==> config.mk <==
export PLATFORM = sky130hd
export DESIGN_NAME = pwm_m
export DESIGN_NICKNAME = d
export VERILOG_FILES = /design/src/rtl/pwm_m.sv
export SDC_FILE = /design/constraint.sdc
export NUM_CORES = 1
export LEC_CHECK = 0
export ABC_AREA = 0
export BUFFER_PORTS_ARGS = -buffer_cell sky130_fd_sc_hd__buf_2
export CAP_MARGIN = 20
export CORE_MARGIN = 1.5
export CORE_UTILIZATION = 29
export CTS_BUF_LIST = sky130_fd_sc_hd__clkbuf_2
export CTS_CLUSTER_DIAMETER = 30
export DETAILED_ROUTE_END_ITERATION = 12
export PLACE_DENSITY = 0.5
export SLEW_MARGIN = 5
export SYNTH_ARGS = -nofsm -noshare
export SYNTH_HDL_FRONTEND = slang
export SYNTH_SLANG_ARGS = --single-unit
==> constraint.sdc <==
create_clock -name clk -period 3.6 [get_ports clk]
set_input_delay 0 -clock clk [delete_from_list [all_inputs] [get_ports clk]]
set_output_delay 0 -clock clk [all_outputs]
set_load 0.005 [all_outputs]
==> src/rtl/pwm_m.sv <==
// Memory-mapped PWM generator with an Avalon-MM-style zero-wait-state slave port.
// Period and duty are shadowed so that register writes only take effect at a period wrap.
module pwm_m (
    input  logic        clk,
    input  logic        reset_n,
    input  logic        chipselect,
    input  logic [1:0]  address,
    input  logic        write,
    input  logic [31:0] writedata,
    input  logic        read,
    input  logic [3:0]  byteenable,
    output logic [31:0] readdata,
    output logic        PWM_out
);

    localparam logic [1:0] ADDR_DIVIDE  = 2'd0;
    localparam logic [1:0] ADDR_DUTY    = 2'd1;
    localparam logic [1:0] ADDR_CONTROL = 2'd2;
    localparam logic [1:0] ADDR_STATUS  = 2'd3;

    logic [31:0] r_clockDivide;
    logic [31:0] r_dutyCycle;
    logic [31:0] r_control;
    logic [31:0] r_counter;
    logic [31:0] r_periodSh;
    logic [31:0] r_dutySh;
    logic        r_enDly;

    logic        w_wrEn;
    logic        w_rdEn;
    logic [31:0] w_byteMask;
    logic [31:0] w_readMux;
    logic        w_run;
    logic        w_wrap;
    logic        w_compare;

    assign w_wrEn = chipselect & write;
    assign w_rdEn = chipselect & read;

    assign w_byteMask = {{8{byteenable[3]}}, {8{byteenable[2]}},
                         {8{byteenable[1]}}, {8{byteenable[0]}}};

    // Counter only runs once enable has been seen for a full cycle, giving a
    // clean period start; clearing enable stops it on the very next edge.
    assign w_run = r_control[0] & r_enDly;

    assign w_wrap = (r_periodSh <= 32'd1) || (r_counter >= (r_periodSh - 32'd1));

    assign w_compare = r_counter < r_dutySh;

    always_comb begin
        w_readMux = 32'd0;
        case (address)
            ADDR_DIVIDE:  w_readMux = r_clockDivide;
            ADDR_DUTY:    w_readMux = r_dutyCycle;
            ADDR_CONTROL: w_readMux = r_control;
            ADDR_STATUS:  w_readMux = r_counter;
            default:      w_readMux = 32'd0;
        endcase
    end

    always_ff @(posedge clk or negedge reset_n) begin
        if (!reset_n) begin
            r_clockDivide <= 32'd0;
            r_dutyCycle   <= 32'd0;
            r_control     <= 32'd0;
        end else if (w_wrEn) begin
            case (address)
                ADDR_DIVIDE:
                    r_clockDivide <= (r_clockDivide & ~w_byteMask) | (writedata & w_byteMask);
                ADDR_DUTY:
                    r_dutyCycle <= (r_dutyCycle & ~w_byteMask) | (writedata & w_byteMask);
                ADDR_CONTROL:
                    r_control <= (r_control & ~w_byteMask) | (writedata & w_byteMask);
                default: ;
            endcase
        end
    end

    // Read mux samples pre-write register values, so a colliding write is not visible yet.
    always_ff @(posedge clk or negedge reset_n) begin
        if (!reset_n) begin
            readdata <= 32'd0;
        end else if (w_rdEn) begin
            readdata <= w_readMux;
        end
    end

    always_ff @(posedge clk or negedge reset_n) begin
        if (!reset_n) begin
            r_enDly    <= 1'b0;
            r_counter  <= 32'd0;
            r_periodSh <= 32'd0;
            r_dutySh   <= 32'd0;
            PWM_out    <= 1'b0;
        end else begin
            r_enDly <= r_control[0];
            if (!w_run) begin
                r_counter  <= 32'd0;
                r_periodSh <= r_clockDivide;
                r_dutySh   <= r_dutyCycle;
                PWM_out    <= 1'b0;
            end else begin
                if (w_wrap) begin
                    r_counter  <= 32'd0;
                    r_periodSh <= r_clockDivide;
                    r_dutySh   <= r_dutyCycle;
                end else begin
                    r_counter <= r_counter + 32'd1;
                end
                PWM_out <= w_compare ^ r_control[1];
            end
        end
    end

endmodule

Word-level counts from Yosys, hierarchy flattened
Index checks and enable logic that the tools add are counted.
{"block": "word_totals", "register_bits": 226, "out_inout_bits": 33}
{"block": "classes", "addsub": 2, "n_mux": 8, "n_lt_le_gt_ge": 3, "n_reduce_logical": 5, "bitwise": 12, "n_eq_ne": 4}
{"cell": "two-way mux 32 bit", "count": 6}
{"cell": "bitwise AND 32 bit", "count": 4}
{"cell": "one-hot mux 32 bit (4 select lines)", "count": 1}
{"cell": "OR 32 bit", "count": 3}
{"cell": "adder 32 x 1 -> 32 bit (second input constant)", "count": 1}
{"cell": ">= comparator 32 bit", "count": 1}
{"cell": "less-or-equal comparator 32 x 1 -> 1 bit (second input constant)", "count": 1}
{"cell": "< comparator 32 bit", "count": 1}
{"cell": "inverter 32 bit", "count": 1}
{"cell": "subtractor 32 x 1 -> 32 bit (second input constant)", "count": 1}
{"cell": "AND reduction 2 bit", "count": 3}
{"cell": "== test 2 bit (second input constant)", "count": 2}
{"cell": "bitwise AND 1 bit", "count": 3}
{"cell": "== test 2 x 1 -> 1 bit (second input constant)", "count": 1}
{"cell": "zero test 2 bit", "count": 1}
{"cell": "inequality test 2 x 1 -> 1 bit (second input constant)", "count": 1}
{"cell": "logical OR 1 bit", "count": 1}
{"cell": "two-way mux 1 bit", "count": 1}
{"cell": "bitwise XOR 1 bit", "count": 1}

Depth between registers and ports, before layout
Gate-level depths: netlist of the first run.
{"block": "logic_depth", "ltp_word": 5, "mapped_depth": 17}

Least setup slack after synthesis of the first run
OpenSTA, ideal clock, no wires.
{"block": "synth_timing", "path_kind": "reg-to-reg", "from": "register r_periodSh[7]", "to": "register r_periodSh[23]", "setup_time_ns": 0.125, "synth_period_minus_slack_ns": 3.884, "required_time_ns": 3.475, "path_stages_with_launch": 15, "slack_ns": -0.284, "arrival_ns": 3.759, "n_path_buf": 3, "cell_sequence": "dfrtp_1 or4_1 or3_1 clkbuf_1 nor3_1 xnor2_1 ha_1 nand4_1 or4_1 a221oi_1 a2111o_1 a41oi_2 buf_6 buf_6 mux2_4"}
{"block": "synth_via", "elab_chain_cells": 4}
{"item": "from (decl)", "line": "25", "rtl": "logic [31:0] r_periodSh;"}
{"item": "from (signal assigned)", "line": "100", "rtl": "r_periodSh <= r_clockDivide;"}
{"item": "from (signal assigned)", "line": "106", "rtl": "r_periodSh <= r_clockDivide;"}
{"item": "subtractor 32 x 1 -> 32 bit", "line": "47", "rtl": "assign w_wrap = (r_periodSh <= 32'd1) || (r_counter >= (r_periodSh - 32'd1));"}
{"item": ">= comparator 32 bit", "line": "47"}
{"item": "logical OR 1 bit (*)", "line": "47"}
{"item": "inequality test 2 x 1 -> 1 bit (no source line) (*)"}
Every way passes the cells marked *; elsewhere a longest branch is shown, timed or not.
A chain may end at the register's enable or synchronous reset.

Worst setup path in the final report of the first run
{"block": "layout_timing", "from": "register r_periodSh[6]", "to": "register r_dutySh[4]"}
{"block": "layout_via", "elab_chain_cells": 4}
{"item": "subtractor 32 x 1 -> 32 bit", "line": "47"}
{"item": ">= comparator 32 bit", "line": "47"}
{"item": "logical OR 1 bit (*)", "line": "47"}
{"item": "inequality test 2 x 1 -> 1 bit (no source line) (*)"}
{"item": "to (signal assigned)", "line": "101", "rtl": "r_dutySh <= r_dutyCycle;"}
{"item": "to (signal assigned)", "line": "107", "rtl": "r_dutySh <= r_dutyCycle;"}
{"item": "to (decl)", "line": "26", "rtl": "logic [31:0] r_dutySh;"}
Marks and branches as above.

==> results of run 1 <==
==> power by group <==
part	switching (mW)	total, mW	internal [mW]	leakage [nW]
clock	1.15	1.88	0.727	0.471
sequential	0.406	3.54	3.13	2.84
combinational	0.981	2.45	1.47	3.76
==> what timing repair did <==
action,in CTS,in global routing
hold buffers,82,0
setup endpoints to repair,96,96
cloned,3,3
pin swaps,4,12
buffers inserted,10,7
resized for setup,21,37
endpoints found under the hold margin,354,0
==> worst max-delay path, stage by stage, from the launching register on <==
cell,delay (ps)
dfrtp_1,390
or4_4,550
or3_4,430
nand2b_4,190
nor2_4,110
nand3b_1,110
xor2_1,160
ha_1,320
a21oi_2,130
o21ai_1,90
a211oi_2,230
o211ai_1,160
a41oi_4,270
buf_12,190
buf_12,150
mux2_2,340
==> cell usage after synthesis (2+ instances only) <==
library cell / number
nand4_1: 13
mux2_4: 8
buf_1: 4
a21o_1: 3
a211o_1: 2
nand2_1: 48
nor2_1: 35
buf_2: 5
nor2b_1: 5
a211oi_1: 2
xnor2_1: 33
nand3_1: 18
a221oi_1: 3
nand2b_1: 4
or3_1: 2
or4_1: 6
and2_1: 29
dfrtp_1: 226
o21ai_0: 9
ha_1: 66
mux4_2: 32
xor2_1: 27
nor3b_1: 2
inv_1: 41
and4_1: 6
clkbuf_1: 14
nor3_1: 10
nand3b_1: 2
and3_1: 6
a21oi_1: 23
buf_6: 2
mux2_2: 184
o211ai_1: 3
nor4_1: 7
==> cell families after synthesis <==
family / after synthesis / share of synthesized area, %
buf+inv: 66 / 2.32
simple gates: 198 / 9.02
xor+xnor: 60 / 4.54
mux: 225 / 25.2
flops: 226 / 48.8
fa+ha+maj: 66 / 7.13
compound gates: 52 / 2.90
==> worst max-delay path by stage <==
stage          slack [ps]              to  cells after the start
2_1_floorplan        -110  r_periodSh[23]                     14
3_3_place_gp         -490    r_dutySh[29]                     14
3_5_place_dp         -540    r_dutySh[30]                     14
4_1_cts              -330    r_dutySh[30]                     15
5_1_grt              -490     r_dutySh[6]                     15
6_report             -350     r_dutySh[4]                     15
==> metrics by stage <==
| stage | instance area, um^2 | std cells | setup TNS [ps] | setup WS [ps] | hold slack (ps) |
|---|---|---|---|---|---|
| floorplan | 11700 | 893 | -5540 | -109 | -296 |
| global placement | 13100 | 1534 | -37670 | -494 | 63.9 |
| detailed placement | 13100 | 1534 | -42300 | -543 | 56.9 |
| CTS | 14800 | 1751 | -25350 | -333 | 45.9 |
| global route | 15100 | 1763 | -39080 | -487 | 115 |
| finish | 15100 | 1763 | -27590 | -348 | 160 |
==> layer usage <==
layer	global-route usage, %	wire (um)	vias to the layer above	share of wire (%)
li1	-	-	3854	-
met1	19.9	14100	4113	47
met2	24.6	14100	143	47
met3	3.10	1080	49	3.6
met4	6.06	709	0	2.4
met5	0	0	-	0
==> final cells by class <==
class	count	area, um^2
clock inverters	27	115
diodes	2	5.00
flip-flops and latches	226	5660
clock buffers	95	475
repair buffers	246	2110
well taps	525	657
fillers	3919	24500
inverters	41	154
multi-input cells	601	5930
==> key figures, run 1 <==
Min path
  – Tightest Hold Check Type: primary input to register
  – Worst Min Path Start: chipselect
  – Hold Path Stages: 6

Timing
  – # setup viols final: 96
  – Relative slew slack: 33.5%
  – Hold Violations, Final: 0
  – Max Freq: 253 MHz
  – Crit share post-route: 110%
  – Final Max Tran Viols: 0
  – Post-route setup slack: -348 ps
  – Setup Skew: 40.6 ps
  – RSZ-0062 raised after global routing: true
  – Slew @ Worst Pin: 997 ps
  – Min Tclk post-route: 3950 ps

Floorplan
  – Initial core utilization: 29.3%
  – Core area: 39500 um^2
  – Die Wd: 203 um
  – Io pins: 76
  – Row cnt: 73
  – Die Area: 41100 um^2
  – Die Span Y: 203 um

Synthesis
  – Netlist Area Pre-Place: 11600 um^2
  – Synthesized Nets: 1002
  – Yosys top cell by area: dfrtp_1
  – Yosys cell types: 47
  – Ys Warns: 0
  – Sequential element share of the synthesized area: 48.8%
  – Synth area leaders: dfrtp_1, mux2_2, ha_1, mux4_2, xnor2_1
  – Post-synth EDFFs: 0
  – Synth top area share: 48.8%
  – Synth Flop Type: dfrtp_1
  – Post-synthesis cell count: 893
  – Flops & latches, synth: 226
  – Post-Syn Area per Cell: 13.0 um^2
  – Async SR Flop Fraction: 100%

Clocking
  – H-tree levels: 3
  – Clock transition at path regs: 90 ps
  – Sink Count: 226
  – Clock insertion delay at the later pin of the skew report: 880 ps
  – CTS tree: done
  – CTS max path bufs: 3
  – Num CTS Buffers: 73
  – Clock root cell: clkbuf_2

Worst setup path
  – Critical path peak fanout: 15
  – Reg2reg end: r_dutySh[4]
  – Reg2Reg Setup Slack: -350 ps
  – Crit path DAT: 4680 ps
  – Startpoint of the worst register-to-register path: r_periodSh[6]
  – Worst reg2reg path depth: 15
  – Required time worst endpoint: 4340 ps
  – Crit. End Element: register
  – Nature of the critical path startpoint: register
  – Worst Setup Path Type: register to register
  – Critical path origin: r_periodSh[6]

Pwr
  – Max VDD drop: 183 uV
  – Leak: 7.08 nW
  – Pwr Density: 522 nW/um^2
  – Pwr Total: 7.87 mW

Layout
  – Most frequent cells in the layout: dfrtp_1, mux2_2, clkbuf_2
  – Final Util: 38.2%
  – Final nets: 1298
  – Most common cell after layout, fill and taps aside: dfrtp_1
  – Area Growth Syn to Fin: 30.4%
  – Share of post-route cells with drive strength above 1: 42.9%

Routing
  – Iteration-0 DRC Markers: 353
  – Wirelength per Cell: 17.0 um
  – Via count: 8159
  – Total Wirelength: 30000 um
  – Average vias per placed instance: 4.63
  – Iteration count of the initial detailed-routing pass: 4
  – Antenna violation net count after detailed routing: 0
  – DR DRC count: 0

Place
  – DP Wirelength: 20300 um
  – Final GP Congestion: 0.757
  – # port buffers: 75

Global route
  – Largest net degree at the start of global routing: 98
  – Vias in the first global route: 8785
  – Initial antenna violation count: 1
  – Overall Global Routing Usage: 15.2%
  – First-pass GRT wire length: 48500 um
  – Grt ovf: 0

Run status
  – Status: finished with violations
  – Failing checks: negative setup slack

Job
  – Max-Cap Viols: 0
Power figures use the tool's default switching activity.
==> run 2: changes to the inputs <==
--- a/config.mk
+++ b/config.mk
@@ -6,7 +6,7 @@
 export NUM_CORES = 1
 export LEC_CHECK = 0
 export ABC_AREA = 0
-export BUFFER_PORTS_ARGS = -buffer_cell sky130_fd_sc_hd__buf_2
+export BUFFER_PORTS_ARGS = -buffer_cell sky130_fd_sc_hd__clkbuf_2
 export CAP_MARGIN = 20
 export CORE_MARGIN = 1.5
 export CORE_UTILIZATION = 29
==> run 2 against run 1 <==
  * The run still ends with negative setup slack left
  * Die area is the same
  * Highest routed layer unchanged
  * Wire length increased by 2.9%
  * Clock power increased by 3%
  * Largest power group unchanged
  * Critical endpoint is now r_periodSh[19]
  * Non-clock buffer count down 11
  * Register-to-register slack better by 20 ps
  * Hold slack got worse by 39 ps
==> key figures, run 2 (synthesis gave the netlist of run 1 again) <==
Routing
  – Antenna violation net count after detailed routing: 0
  – Iteration-0 DRC Markers: 302
  – DR DRC count: 0
  – Wirelength per Cell: 17.6 um
  – Average vias per placed instance: 4.65
  – Total Wirelength: 30900 um
  – Via count: 8159
  – Iteration count of the initial detailed-routing pass: 5

Pwr
  – Pwr Total: 8.03 mW
  – Leak: 7.13 nW
  – Max VDD drop: 205 uV
  – Pwr Density: 528 nW/um^2

Timing
  – Final Max Tran Viols: 0
  – Sum Neg Setup Slack: -23410 ps
  – WHS: 120 ps
  – Post-route setup slack: -331 ps
  – Min Tclk post-route: 3930 ps
  – Slew @ Worst Pin: 968 ps
  – RSZ-0062 raised after global routing: true
  – Hold Violations, Final: 0
  – Max Freq: 254 MHz
  – Crit share post-route: 109%
  – Setup Skew: 86.2 ps
  – # setup viols final: 96
  – Relative slew slack: 35.3%

Floorplan
  – Row cnt: 73
  – Core area: 39500 um^2
  – Die Wd: 203 um
  – Io pins: 76
  – Initial core utilization: 29.3%
  – Die Span Y: 203 um
  – Die Area: 41100 um^2

Run status
  – Status: finished with violations
  – Failing checks: negative setup slack

Layout
  – Area Growth Syn to Fin: 31.3%
  – Share of post-route cells with drive strength above 1: 44.5%
  – Most frequent cells in the layout: dfrtp_1, clkbuf_2, mux2_2
  – Cell area after layout: 15200 um^2
  – Final nets: 1289
  – Most common cell after layout, fill and taps aside: dfrtp_1

Worst setup path
  – Family with the most delay on the worst path: simple AND/OR/NAND/NOR gates
  – Reg2Reg Setup Slack: -330 ps
  – Crit path DAT: 4710 ps
  – Critical path peak fanout: 7
  – CP max stage cell: or4_4
  – Crit. End Element: register
  – Worst reg2reg path depth: 16
  – Nature of the critical path startpoint: register
  – Reg2reg end: r_periodSh[19]
  – Largest stage delay, worst path: 550 ps
  – CP Cell Sequence: or4_4, or3_4, buf_6, nor3_4, nand3b_1, xor2_1, ha_1, nand2_2, nor2_2, a211oi_2, o211ai_1, a41oi_4, buf_6, buf_12, clkbuf_16, mux2_4
  – Required time worst endpoint: 4380 ps
  – Startpoint of the worst register-to-register path: r_periodSh[5]
  – Crit path buf inv count: 4
  – Crit-path most repeated cell: buf_6
  – Worst Setup Path Type: register to register

Global route
  – Grt ovf: 0
  – Largest net degree at the start of global routing: 88
  – Overall Global Routing Usage: 15.4%
  – First-pass GRT wire length: 49000 um
  – Vias in the first global route: 8666
  – Initial antenna violation count: 1

Clocking
  – Sink Count: 226
  – H-tree levels: 3
  – CTS tree: done
  – Clock root cell: clkbuf_2
  – Clock insertion delay at the later pin of the skew report: 920 ps
  – Num CTS Buffers: 75
  – Clock transition at path regs: 90 ps
  – CTS max path bufs: 3

Min path
  – Worst Min Path Start: write
  – Tightest Hold Check Type: primary input to register
  – Hold Path Stages: 6

Job
  – Max-Cap Viols: 0

Place
  – # port buffers: 75
  – Placed Area: 13100 um^2
  – Pre-CTS setup slack: -553 ps
  – Final GP Congestion: 0.765
  – DP Wirelength: 20100 um
run 2: worst register-to-register path, cell delays in order, from the launching register on:
cell	delay [ps]
dfrtp_1	390
or4_4	550
or3_4	390
buf_6	150
nor3_4	260
nand3b_1	130
xor2_1	150
ha_1	290
nand2_2	120
nor2_2	50
a211oi_2	210
o211ai_1	150
a41oi_4	240
buf_6	160
buf_12	120
clkbuf_16	170
mux2_4	300
run 2: metrics by stage:
stage | utilization [%] | cells
6_report | 38.4 | 1755
5_1_grt | 38.4 | 1753
4_1_cts | 37.9 | 1749
3_5_place_dp | 33.1 | 1528
3_3_place_gp | 33.1 | 1528
2_1_floorplan | - | 893
run 2: what timing repair did:
item | 4_1_cts | 5_1_grt
setup endpoints to repair | 96 | 96
gates resized for setup | 56 | 57
buffers inserted | 12 | 3
hold buffers | 80 | 0
gates cloned | 5 | 3
pin swaps | 8 | 3
endpoints found under the hold margin | 354 | 0
run 2: area by class of cell:
cell class / instances / area (um^2)
Fill cell: 3948 / 24400
Multi-Input combinational cell: 601 / 6070
Sequential cell: 226 / 5660
Timing Repair Buffer: 235 / 2050
Tap cell: 525 / 657
Clock buffer: 98 / 490
Inverter: 41 / 154
Clock inverter: 26 / 115
Antenna cell: 3 / 7.51
run 2: how the worst max path moves through the flow:
| stage | startpoint | to | slack, ps | cells after the start |
|---|---|---|---|---|
| global placement | r_periodSh[5] | r_dutySh[28] | -500 | 14 |
| global route | r_periodSh[5] | r_periodSh[12] | -460 | 16 |
| detailed placement | r_periodSh[5] | r_dutySh[29] | -550 | 14 |
| finish | r_periodSh[5] | r_periodSh[19] | -330 | 16 |
| CTS | r_periodSh[5] | r_periodSh[11] | -340 | 15 |
| floorplan | r_periodSh[5] | r_periodSh[23] | -110 | 14 |
run 2: routing by layer:
metal	vias to the layer above	part of all wire (%)	global-route usage (%)
met5	-	0	0
met4	0	2.0	4.76
met3	54	4.2	3.95
met2	157	46	24.5
met1	4100	48	20.6
li1	3848	-	-
run 2: power by group:
group | switching, mW | total (mW) | internal, mW
clock network | 1.18 | 1.93 | 0.744
logic | 1.02 | 2.55 | 1.53
registers | 0.417 | 3.55 | 3.14
total | 2.62 | 8.03 | 5.41
